--- config.mk ---
export PLATFORM = sky130hd
export DESIGN_NAME = pipelined_cla_adder
export DESIGN_NICKNAME = d
export VERILOG_FILES = /design/src/rtl/pipelined_cla_adder.sv
export SDC_FILE = /design/constraint.sdc
export NUM_CORES = 1
export LEC_CHECK = 0
export ABC_AREA = 1
export CORE_MARGIN = 5
export CORE_UTILIZATION = 45
export DETAILED_ROUTE_END_ITERATION = 10
export PLACE_DENSITY = 0.73
export SYNTH_ARGS = -nofsm -noshare
export SYNTH_HDL_FRONTEND = slang
export SYNTH_SLANG_ARGS = --single-unit
--- constraint.sdc ---
create_clock -name clk -period 3.9 [get_ports clk]
set_input_delay 0.975 -clock clk [delete_from_list [all_inputs] [get_ports clk]]
set_output_delay 0.975 -clock clk [all_outputs]
set_load 0.005 [all_outputs]
--- src/rtl/pipelined_cla_adder.sv ---
// -----------------------------------------------------------------------------
// pipelined_cla_adder
//
// Pipelined carry-lookahead adder/subtractor. The WIDTH-bit operands are cut
// into STAGES equal segments; each pipeline stage resolves one segment with a
// BLOCK-bit grouped CLA and registers the carry into the next stage. Upper
// operand segments travel down the pipe until their stage resolves them.
// A valid/ready handshake with full backpressure stalls the entire pipe.
//
// Parameters:
//   WIDTH   operand/sum width; must be a multiple of STAGES*BLOCK
//   STAGES  number of register stages (1..8)
//   BLOCK   CLA group size inside a segment (structural only)
//
// Ports:
//   clk        clock, all state updates on the rising edge
//   rst        synchronous active-high reset
//   in_valid   operand beat valid
//   in_ready   block can accept a beat this cycle
//   a, b       operands
//   cin        carry-in (borrow-in when sub=1)
//   sub        0: a+b+cin, 1: a-b-cin
//   out_valid  result beat valid
//   out_ready  consumer accepts result
//   sum        result modulo 2^WIDTH
//   cout       carry out of the MSB (sub=1: 1 means no borrow)
//   ovf        signed overflow
// -----------------------------------------------------------------------------
module pipelined_cla_adder #(
    parameter int WIDTH  = 32,
    parameter int STAGES = 2,
    parameter int BLOCK  = 4
) (
    input  logic             clk,
    input  logic             rst,
    input  logic             in_valid,
    output logic             in_ready,
    input  logic [WIDTH-1:0] a,
    input  logic [WIDTH-1:0] b,
    input  logic             cin,
    input  logic             sub,
    output logic             out_valid,
    input  logic             out_ready,
    output logic [WIDTH-1:0] sum,
    output logic             cout,
    output logic             ovf
);

    localparam int DIV = ((STAGES > 0) && (BLOCK > 0)) ? STAGES * BLOCK : 1;
    localparam int SEG = (STAGES > 0) ? WIDTH / STAGES : WIDTH;

    if ((STAGES < 1) || (STAGES > 8) || (BLOCK < 1) || ((WIDTH % DIV) != 0)) begin : g_param_check
        $error("pipelined_cla_adder: WIDTH=%0d STAGES=%0d BLOCK=%0d is not a legal configuration",
               WIDTH, STAGES, BLOCK);
    end

    // One segment of the adder: BLOCK-bit lookahead groups whose carries
    // ripple group to group. Returns {carry_out, sum[SEG-1:0]}.
    function automatic logic [SEG:0] cla_segment(input logic [SEG-1:0] x,
                                                 input logic [SEG-1:0] y,
                                                 input logic           c_in);
        logic [SEG-1:0] p;
        logic [SEG-1:0] g;
        logic [SEG:0]   c;
        logic           grp_g;
        logic           grp_p;
        p    = x ^ y;
        g    = x & y;
        c    = '0;
        c[0] = c_in;
        for (int j = 0; j < SEG / BLOCK; j++) begin
            // Prefix generate/propagate over the bits of this group seen so
            // far; each bit carry comes straight from the group carry-in.
            grp_g = 1'b0;
            grp_p = 1'b1;
            for (int i = 0; i < BLOCK; i++) begin
                c[j*BLOCK + i] = grp_g | (grp_p & c[j*BLOCK]);
                grp_g = g[j*BLOCK + i] | (p[j*BLOCK + i] & grp_g);
                grp_p = grp_p & p[j*BLOCK + i];
            end
            c[(j+1)*BLOCK] = grp_g | (grp_p & c[j*BLOCK]);
        end
        return {c[SEG], p ^ c[SEG-1:0]};
    endfunction

    // The whole pipe moves together; a stalled output freezes every stage.
    logic advance;
    assign advance  = ~out_valid | out_ready;
    assign in_ready = advance;

    for (genvar k = 0; k < STAGES; k++) begin : g_stage
        localparam int IN_W = WIDTH - k * SEG;   // operand bits not yet resolved

        logic [IN_W-1:0]        in_a;
        logic [IN_W-1:0]        in_b;
        logic                   in_c;
        logic                   in_v;
        logic [SEG:0]           seg_res;
        logic [(k+1)*SEG-1:0]   next_sum;

        logic                   valid_q;
        logic                   carry_q;
        logic [(k+1)*SEG-1:0]   sum_q;

        if (k == 0) begin : g_src
            // Subtraction is a + ~b + ~cin, so the borrow-in becomes carry-in.
            assign in_a     = a;
            assign in_b     = b ^ {WIDTH{sub}};
            assign in_c     = cin ^ sub;
            assign in_v     = in_valid;
            assign next_sum = seg_res[SEG-1:0];
        end else begin : g_src
            assign in_a     = g_stage[k-1].g_ops.a_q;
            assign in_b     = g_stage[k-1].g_ops.b_q;
            assign in_c     = g_stage[k-1].carry_q;
            assign in_v     = g_stage[k-1].valid_q;
            assign next_sum = {seg_res[SEG-1:0], g_stage[k-1].sum_q};
        end

        assign seg_res = cla_segment(in_a[SEG-1:0], in_b[SEG-1:0], in_c);

        // NOTE: sequential state uses non-blocking assignments so every stage
        // samples its predecessor's pre-edge value and the pipe shifts cleanly.
        always_ff @(posedge clk) begin
            if (rst) begin
                valid_q <= 1'b0;
                carry_q <= 1'b0;
                sum_q   <= '0;
            end else if (advance) begin
                valid_q <= in_v;
                carry_q <= seg_res[SEG];
                sum_q   <= next_sum;
            end
        end

        if (k < STAGES - 1) begin : g_ops
            logic [IN_W-SEG-1:0] a_q;
            logic [IN_W-SEG-1:0] b_q;

            // NOTE: operand registers carry no reset; their contents are only
            // observed behind a valid bit, so a reset would buy nothing.
            always_ff @(posedge clk) begin
                if (advance) begin
                    a_q <= in_a[IN_W-1:SEG];
                    b_q <= in_b[IN_W-1:SEG];
                end
            end
        end else begin : g_msb
            // Carry into the MSB, recovered from sum = p ^ carry at that bit.
            logic cmsb_q;

            always_ff @(posedge clk) begin
                if (rst) begin
                    cmsb_q <= 1'b0;
                end else if (advance) begin
                    cmsb_q <= in_a[SEG-1] ^ in_b[SEG-1] ^ seg_res[SEG-1];
                end
            end
        end
    end

    assign out_valid = g_stage[STAGES-1].valid_q;
    assign sum       = g_stage[STAGES-1].sum_q;
    assign cout      = g_stage[STAGES-1].carry_q;
    assign ovf       = g_stage[STAGES-1].g_msb.cmsb_q ^ g_stage[STAGES-1].carry_q;

endmodule

==> impl_metrics.env <==
export IMPL_die_area_um2=12000
export IMPL_cpPeakStageDelay_ns=0.43
export IMPL_yosysWarnings=0
export IMPL_antenna_found_initial=0
export IMPL_synth_simple_gate_area_frac=0.125
export IMPL_layout_nets=694
export IMPL_yosysSeqAreaShare=0.455
export IMPL_multi_input_area_um2=2120
export IMPL_synthesis_area_um2=4440
export IMPL_yosys_area_top_type="dfxtp_1"
export IMPL_crit_buf_inv=2
export IMPL_synthAdderAreaFrac=0.126
export IMPL_setup_tns_ns=0
export IMPL_synth_cell_types=30
export IMPL_area_growth_pct=30.5
export IMPL_synth_top_family_by_area="adder cells"
export IMPL_grt_pass1_vias=3428
export IMPL_final_setup_skew_ns=0.0112
export IMPL_cts_root_buf="clkbuf_8"
export IMPL_synthTopCellsByArea="dfxtp_1 (24%), edfxtp_1 (22%), ha_1 (9.0%)"
export IMPL_antenna_cells=0
export IMPL_synthCells=483
export IMPL_rsz0062_at_grt="no"
export IMPL_setup_viol=0
export IMPL_floorplan_initialDensity=0.459
export IMPL_slew_violations=0
export IMPL_criticalPathCategory="primary input to flip-flop"
export IMPL_gp_congestion=0.792
export IMPL_worstPathRequired_ns=4.10
export IMPL_syn_area_per_cell_um2=9.20
export IMPL_worstSetupStartpointType="primary input"
export IMPL_clock_sinks=85
export IMPL_synth_xor_area_frac=0.103
export IMPL_fmax_mhz=313
export IMPL_ctsHoldBuffers=0
export IMPL_nFillCells=820
export IMPL_critPathMaxFanout=5
export IMPL_clockBufferDepth=2
export IMPL_maxCapViolCount=0
export IMPL_ioPinCount=106
export IMPL_hpwl_mm=7.23
export IMPL_reg2reg_slack_ns=1.52
export IMPL_core_um2=9680
export IMPL_rows=36
export IMPL_grt_pass1_wl_mm=15.6
export IMPL_ctsHtreeMaxLevel=3
export IMPL_drc=0
export IMPL_critPathCaptureType="flip-flop"
export IMPL_track_usage=0.168
export IMPL_postCtsResizedCells=0
export IMPL_pre_cts_slack_ns=0.333
export IMPL_cts_tree="yes"
export IMPL_clk_pin_slew_worst_paths_ns=0.08
export IMPL_synth_seq_cells=85
export IMPL_first_iter_violations=262
export IMPL_ant_nets=0
export IMPL_synthMuxAreaShare=0
export IMPL_syn_nets=593
export IMPL_portBuffers=105
export IMPL_status="completed"
export IMPL_arrival_ns=3.40
export IMPL_power_density_nw_per_um2=408
export IMPL_drive_gt1_frac=0.0594
export IMPL_grt_max_degree=107
export IMPL_slowest_stage="clkdlybuf4s50_1"
export IMPL_timing_final_ws_setup_ns=0.702
export IMPL_wl_per_cell_um=13.3
export IMPL_min_delay_path_class="flip-flop to flip-flop"
export IMPL_worst_slew_margin_rel=0.317
export IMPL_via_count=3490
export IMPL_finalHoldViolations=0
export IMPL_routed_wl_mm=9.63
export IMPL_overflow=0
export IMPL_min_period_ns=3.20
export IMPL_period_share=0.820
export IMPL_seq_area_um2=2020
export IMPL_cts_setup_buffers=0
export IMPL_synth_compound_area_frac=0.123
export IMPL_vdd_drop_max_mv=0.244
export IMPL_fp_dieW_um=109
export IMPL_cp_common_cell="nand2_1"
export IMPL_worstPathCellList="clkdlybuf4s50_1 > xor2_1 > ha_1 > nand2_1 > nand2_1 > nand2_1 > nand2_1 > nand2_1 > nand3_2 > nand2_1 > nand2_2 > nand2_2 > nand2_2 > inv_1 > fa_1 > xor2_1 > a21oi_1"
export IMPL_die_h_um=109
export IMPL_viasPerCell=4.83
export IMPL_synth_top_area_frac=0.239
export IMPL_clkLatencyLatePin_ns=0.35
export IMPL_numCtsBuffers=9
export IMPL_first_pass_iters=5
export IMPL_tightest_slew_ns=1.03
export IMPL_p_leak_uw=0.00265
export IMPL_cp_top_family="adder cells"
## per-stage QoR
| step | hold slack, ns | util | cells | power (µW) | instance area [µm²] |
|---|---|---|---|---|---|
| CTS | 0.457 | 0.598 | 722 | 2390 | 5800 |
| global route | 0.468 | 0.598 | 722 | 2530 | 5800 |
| detailed placement | 0.439 | 0.579 | 706 | 1800 | 5610 |
| floorplan | 0.420 | - | 483 | 1500 | 4440 |
| finish | 0.455 | 0.598 | 722 | 2360 | 5800 |
| global placement | 0.433 | 0.579 | 706 | 1770 | 5610 |
## path summary, 6_finish.rpt
kind                                         startpoint                   end  cells after the start
worst max-delay path                               b[1]  g_stage[0].sum_q[13]                     17
worst min-delay path                g_stage[0].sum_q[1]                sum[1]                      2
worst max register to register  g_stage[0].g_ops.a_q[1]               sum[29]                     15
worst min register to register      g_stage[0].sum_q[1]                sum[1]                      2
## cell type report
| class | count | share of cell area |
|---|---|---|
| clock inverter | 3 | 0.00324 |
| tap | 133 | 0.0287 |
| inverter | 58 | 0.0378 |
| clock buffer | 13 | 0.0291 |
| multi-input combinational | 320 | 0.365 |
| timing repair buffer | 110 | 0.187 |
| sequential | 85 | 0.349 |
## cell usage after synthesis
master / count
inv_1: 56
nand2_1: 54
dfxtp_1: 53
o21ai_0: 50
nor2_1: 46
xor2_1: 41
a21oi_1: 32
edfxtp_1: 32
ha_1: 32
nand3_1: 17
clkbuf_1: 15
fa_1: 8
o21bai_1: 8
xnor2_1: 8
nand2_2: 5
buf_2: 4
a21o_1: 3
a31oi_1: 3
inv_2: 2
nand3_2: 2
nor3_1: 2
o211ai_1: 2
a31o_2: 1
a41oi_1: 1
and3_1: 1
buf_6: 1
nand3b_1: 1
nand3b_2: 1
nand4_1: 1
xor2_4: 1
## cell usage in the layout, fill, tap and decap left out, types with 2 or more instances in the layout
cell	n
xnor2_1	8
o21ai_0	50
inv_2	2
nor3_1	2
ha_1	32
clkbuf_8	12
o21bai_1	8
a31oi_1	3
a21o_1	3
nor2_1	45
nand3_2	2
clkdlybuf4s50_1	104
clkinv_2	2
nand2_1	54
fa_1	8
a21oi_1	32
inv_1	55
nand3_1	17
dfxtp_1	53
nand2_2	5
edfxtp_1	32
o211ai_1	2
buf_4	5
xor2_1	41
## power by group
part           switching (µW)  leakage [µW]  total, µW  internal, µW
Sequential               59.4      0.000775       1110          1050
Combinational             321       0.00177        668           347
Clock                     304     0.0000960        588           284
Total                     684       0.00265       2360          1680
## tightest hold or removal path: cells and delay by family, from the launching register on
family                 cells  cell delay, ns
DFF                        1            0.32
buffers and inverters      1            0.05
AOI/OAI and AO/OA          1            0.05
## kinds of logic after synthesis
family	Yosys count
simple gates	130
compound gates	100
flops	85
buf+inv	78
xor+xnor	50
fa+ha+maj	40
## metal layers
metal,share of wire,routed length [µm],GRT usage
met5,0,0,0
met4,0.020,188,0.0623
met3,0.048,465,0.0452
met2,0.53,5090,0.299
met1,0.40,3890,0.194
## state kept, by name, summed over array words and instances, names as in the netlist
| register | cells |
|---|---|
| sum | 32 |
| g_stage.g_msb.cmsb_q | 1 |
| g_stage.g_ops.b_q | 16 |
| g_stage.sum_q | 16 |
| out_valid | 1 |
| cout | 1 |
| g_stage.carry_q | 1 |
| g_stage.valid_q | 1 |
| g_stage.g_ops.a_q | 16 |
Note: power is estimated with default switching activity, not from simulation.
